===== src/rtl/uge_share_arbiter.sv =====
// uge_share_arbiter: round-robin sharing of one subtract-with-borrow comparator among N requesters
module uge_share_arbiter #(
   parameter int N  = 4,
   parameter int W  = 4,
   parameter int IW = $clog2(N)
) (
   input  logic           CLK,
   input  logic           RESETN,
   input  logic [N-1:0]   REQ,
   input  logic [N*W-1:0] A,
   input  logic [N*W-1:0] B,
   output logic [N-1:0]   ACK,
   output logic           GE,
   output logic [W-1:0]   DIFF,
   output logic [IW-1:0]  GNT_ID,
   output logic           BUSY
);
   typedef enum logic [1:0] {IDLE, COMPUTE, RESPOND} state_t;
   state_t        state, state_nxt;
   logic [IW-1:0] last, win;
   logic [W-1:0]  opa, opb;
   logic [W:0]    sum;
   assign sum  = {1'b0, opa} + {1'b0, ~opb} + {{W{1'b0}}, 1'b1};
   assign ACK  = (state == RESPOND) ? N'(1) << GNT_ID : '0;
   assign BUSY = state != IDLE;
   // first requester after the last one served, scanning downward so the nearest wins
   always_comb begin
      win = last;
      for (int k = N; k >= 1; k--)
         if (REQ[IW'((int'(last) + k) % N)]) win = IW'((int'(last) + k) % N);
   end
   // three-step sequence: grant, compute, respond
   always_comb begin
      state_nxt = (state == IDLE) ? (|REQ ? COMPUTE : IDLE) : (state == COMPUTE) ? RESPOND : IDLE;
   end
   // state register; reset aborts any transaction in flight
   always_ff @(posedge CLK or negedge RESETN) begin
      if (!RESETN) state <= IDLE;
      else state <= state_nxt;
   end
   // operand capture at grant, result capture after compute, pointer update after respond
   always_ff @(posedge CLK or negedge RESETN) begin
      if (!RESETN) begin
         GNT_ID <= '0;
         opa    <= '0;
         opb    <= '0;
         GE     <= 1'b0;
         DIFF   <= '0;
         last   <= IW'(N - 1);
      end else begin
         if (state == IDLE && |REQ) begin
            GNT_ID <= win;
            opa    <= A[win*W +: W];
            opb    <= B[win*W +: W];
         end
         if (state == COMPUTE) {GE, DIFF} <= sum;
         if (state == RESPOND) last <= GNT_ID;
      end
   end
endmodule


===== config.mk =====
export PLATFORM = sky130hd
export DESIGN_NAME = uge_share_arbiter
export DESIGN_NICKNAME = d
export VERILOG_FILES = /design/src/rtl/uge_share_arbiter.sv
export SDC_FILE = /design/constraint.sdc
export NUM_CORES = 1
export LEC_CHECK = 0
export ABC_AREA = 1
export BUFFER_PORTS_ARGS = -buffer_cell sky130_fd_sc_hd__buf_4
export CAP_MARGIN = 20
export CORE_UTILIZATION = 30
export DETAILED_ROUTE_END_ITERATION = 6
export PLACE_DENSITY = 0.56
export SLEW_MARGIN = 20
export SYNTH_ARGS = -nofsm -noshare
export SYNTH_HDL_FRONTEND = slang
export SYNTH_SLANG_ARGS = --single-unit

===== constraint.sdc =====
create_clock -name CLK -period 2 [get_ports CLK]
set_input_delay 0.2 -clock CLK [delete_from_list [all_inputs] [get_ports CLK]]
set_output_delay 0.2 -clock CLK [all_outputs]
set_load 0.02 [all_outputs]

* After elaboration in Yosys (flattened, before gate mapping)
Cells that the tools add are included.
Storage, ports and cells: register bits 19, bits of input ports 38, output and inout port bits 12, word-level logic and storage cells 47
Cells by class: add/subtract/negate cells 6, $lt $le $gt $ge 4, equal/unequal tests 2, shift-type cells 3, mux-type cells 20, bitwise logic cells 1, reduce and logical (&&, ||, !) cells 4
Operators with widths (count):
- 16-bit by 5-bit indexed part select with 4-bit output | 2
- 2-bit by 4-bit less-than comparator with 1-bit output, second input constant | 4
- 2-bit two-way mux | 6
- 1-bit two-way mux | 9
- 1-bit binary-select mux with 2-bit select | 4
- 4-bit by 4-bit adder with 5-bit output | 1
- 5-bit by 1-bit adder with 5-bit output, second input constant | 1
- 2-bit by 1-bit adder with 2-bit output, second input constant | 2
- 2-bit adder, second input constant | 2
- 4-bit two-way mux | 1
- 4-bit inverter | 1
- 4-bit OR reduction | 1
- 1-bit by 2-bit left shift with 4-bit output, first input constant | 1
- 2-bit by 1-bit equality test with 1-bit output, second input constant | 1
- 2-bit equality test, second input constant | 1
- 2-bit zero test | 1
- 2-bit nonzero test | 1
- 1-bit logical AND | 1

* Longest topological paths before layout
depth in word-level cells 9, mapped depth 17, mapped depth without buffers 15

* Worst setup path after synthesis
No wires, ideal clock.
path type register to register, start point register last[0], end point register opa[2], setup time 118 ps, arrival time 1619 ps, path slack 263 ps, stages on the path, launching flop included 16, path buffers 2, clock period less this slack 1737 ps, path through dfstp_2 buf_6 inv_6 nand2_2 nand2_2 nand2_2 nand2_2 inv_4 nand3_4 nand2_4 buf_8 nand2_1 nand3_1 nand2_1 nand2_1 nand2_1
On the way: cells in the longest elaborated chain, start to end 9
Ends and longest elaborated chain:
- start, declared | line 20 | logic [IW-1:0] last, win;
- start signal, assigned | line 49 | last <= IW'(N - 1);
- 2-bit by 1-bit adder with 2-bit output | line 30 | if (REQ[IW'((int'(last) + k) % N)]) win = IW'((int'(last) + k) % N);
- 1-bit binary-select mux with 2-bit select | line 30
- 1-bit two-way mux (implied by the code) (2 in a row) | line 30
- 2-bit two-way mux (3 in a row) | line 30
- 2-bit two-way mux (*) | line 30
- 16-bit by 5-bit indexed part select with 4-bit output (*) | line 53 | opa <= A[win*W +: W];
- end signal, assigned | line 53
- end, declared | line 21 | logic [W-1:0] opa, opb;
Every way passes the cells marked *; elsewhere a longest branch is shown, timed or not. The select of a mux whose other input is x is not followed. A chain may end at the register's enable or synchronous reset.

* Final worst setup path
start point register last[0], end point register opa[3]
Same word-level chain as after synthesis.

==> out/qor.csv <==
metric;value;unit
Ports;50;
critical path's slowest cell;dfstp_2;
syn avg cell area;6.53;sq um
RSZ-0062 raised after global routing;yes;
WL/cell;9.94;um
logic gate share of total power;73.6;%
crit-path cells;buf_2 -> nand2_1 -> nand2_1 -> nand2_1 -> nand2_1 -> inv_2 -> nand2_1 -> nand2_1 -> nand2_1 -> nand2_4 -> buf_4 -> nand3_1 -> nand2_1 -> nand2_1 -> nand2_1;
share of post-route cells with drive strength above 1;30.7;%
initial antenna violation count;0;
Max VDD drop;0.507;mV
setup ws final;154;ps
Area after DPL;1980;sq um
Fin. Hold Viols;0;
final setup fails;0;
slew margin rel.;78.9;%
Switching Share;51.3;%
WS Path Type;flop to flop;
R2R Path End;opa[3];
Final Skew;4.25;ps
Crit. Startpoint;last[0];
vias in the first global route;1427;
internal power;1.86;mW
r2r worst-path depth;15;
Cells after Synth;234;
minimum clock period;1850;ps
Sink Count;19;
Num CTS Buffers;3;
post-DP HPWL;2900;um
antenna diode count;0;
fin nets;334;
worst path required time;2150;ps
Pre-antenna DRT Iters;4;
Reg power frac;19.5;%
share of the synthesized area in the top cell type;27.8;%
Hold Slack;338;ps
Post-DRT Antenna Nets;0;
Port Buffers;49;
EDFF count, synth;0;
R2R setup slack;150;ps
status;finished, final reports clean;
cell mode on critical path;nand2_1;
FF+latch count, synth;19;
Synth cell types;26;
area delta synth->final;36.7;%
CP peak stage delay;550;ps
Yosys warnings;0;
ys async rst share;100;%
CP Capture Type;flop;
worst-skew pair later-pin latency;250;ps
row count;25;
Worst Path Arrival;2000;ps
largest area contributor in the netlist;dfrtp_1;
Root Driver;clkbuf_8;
Fmax;542;MHz
sequential area share after synthesis;31.3;%
first-pass GRT wire length;6100;um
final slew viol count;0;
Synth Cell Area;1530;sq um
Die Wd;73.4;um
Reg clk slew, reported paths;70;ps
final wirelength;3550;um
remaining routing DRC violations;0;
setup tns final;0;ps
Core Util, Final;43.4;%
Hold Crit Start;A[10];
top post-synthesis cells by area;dfrtp_1 28%, nand2_1 19%, inv_1 11%, nand3_1 11%, nand2_2 6.6%;
largest fanout on the critical path;9;
GRT Overall Usage;14.3;%
pre-CTS WS;63.5;ps
Tcrit/Tclk final;92.3;%
Leak;1.23;nW
syn nets;277;
gpl congestion;0.790;
die height;73.4;um
First DRT Iteration DRCs;79;
Clk network pwr share;6.9;%
vias;1503;
Worst Tran Pin Value;316;ps
Worst Hold End;opa[2];
Top FF cell, synth;dfrtp_1;
global route overflow;0;
routed vias/inst;4.21;
Die ar.;5380;sq um
min-delay worst type;input pin to flop;
largest net degree at the start of global routing;20;
Hold Path Cell Cnt;7;
core area;4820;sq um
Max-Cap Viols;0;
CP Launch Type;flop;
H-tree Lvls;1;
CTS tree;yes;
CTS max path bufs;2;
post-route cell area;2090;sq um
Initial Util;31.7;%
reg2reg start;last[0];
P per Cell Area;1830;nW/um^2
NetSw;1.96;mW
==> flip-flops by register name, indices dropped and copies added, names as in the netlist <==
register  count
GNT_ID        2
GE            1
state         2
opb           4
opa           4
DIFF          4
last          2
==> per-stage QoR <==
stage               instances  total power, mW
floorplan                 234             2.78
global placement          349             3.41
CTS                       354             3.71
detailed placement        349             3.42
finish                    357             3.82
global route              357             4.30
==> power groups by stage <==
stage | combinational [mW] | clock [mW] | sequential [mW]
floorplan | 1.98 | 0 | 0.803
global placement | 2.64 | 0 | 0.772
detailed placement | 2.64 | 0 | 0.779
CTS | 2.66 | 0.275 | 0.773
global route | 3.23 | 0.292 | 0.773
finish | 2.81 | 0.265 | 0.743
==> layout make-up <==
cell class	instances	area, sq um
Fill cell	539	2730
Multi-Input combinational cell	160	826
Sequential cell	19	478
Timing Repair Buffer	57	457
Inverter	50	198
Tap cell	67	83.8
Clock buffer	3	41.3
Clock inverter	1	5.00
==> cells in the mapped netlist, types with 2 or more instances <==
| library cell | number |
|---|---|
| ha_1 | 4 |
| nor2_1 | 10 |
| nand2_1 | 76 |
| dfstp_2 | 2 |
| dfrtp_1 | 17 |
| inv_2 | 2 |
| nand3_1 | 33 |
| nand2_2 | 16 |
| a21oi_1 | 2 |
| o21ai_0 | 7 |
| inv_1 | 46 |
| o21ai_1 | 2 |
| nand2_4 | 4 |
==> critical path, delay by kind of cell, from the launching register on <==
family,cells,cell delay (ps)
buf+inv,3,370
flops,1,550
simple gates,12,820
==> routing by layer <==
| metal | GRT usage (%) | routed length, um |
|---|---|---|
| met1 | 19.9 | 1790 |
| met2 | 23.7 | 1560 |
| met3 | 1.65 | 166 |
| met4 | 3.21 | 25 |
| met5 | 0 | 0 |
==> what timing repair did <==
item | in CTS | in global routing
setup buffers | 0 | 3
endpoints found under the setup margin | 0 | 8
hold endpoints to repair | 17 | 0
hold buffers | 1 | 0
gates resized for setup | 0 | 5
==> worst max path at each step <==
stage                   to  slack [ps]  depth (start not counted)
global placement    opb[2]         110                         15
floorplan           opa[2]         260                         15
CTS                 opb[3]          40                         15
finish              opa[3]         150                         15
detailed placement  opb[2]          60                         15
global route        opb[2]         -20                         16
==> cells by family after synthesis <==
family | count (synthesis) | synth area share, %
compound gates | 12 | 4.42
fa+ha+maj | 5 | 4.59
buf+inv | 55 | 15.6
flops | 19 | 31.3
simple gates | 142 | 43.6
xor+xnor | 1 | 0.573
==> placed cells by master, fill, tap and decap left out, types with 2 or more instances in the layout <==
cell / Yosys / layout
dfstp_2: 2 / 2
nand2_4: 4 / 4
a21oi_1: 2 / 2
buf_4: 1 / 52
nand3_1: 33 / 33
inv_4: 1 / 2
o21ai_0: 7 / 7
ha_1: 4 / 4
o21ai_1: 2 / 2
dfrtp_1: 17 / 17
nand2_1: 76 / 76
inv_1: 46 / 46
nand2_2: 16 / 15
clkbuf_8: 0 / 3
buf_12: 0 / 2
nor2_1: 10 / 10
No activity file was read; power rests on OpenSTA's default activity.
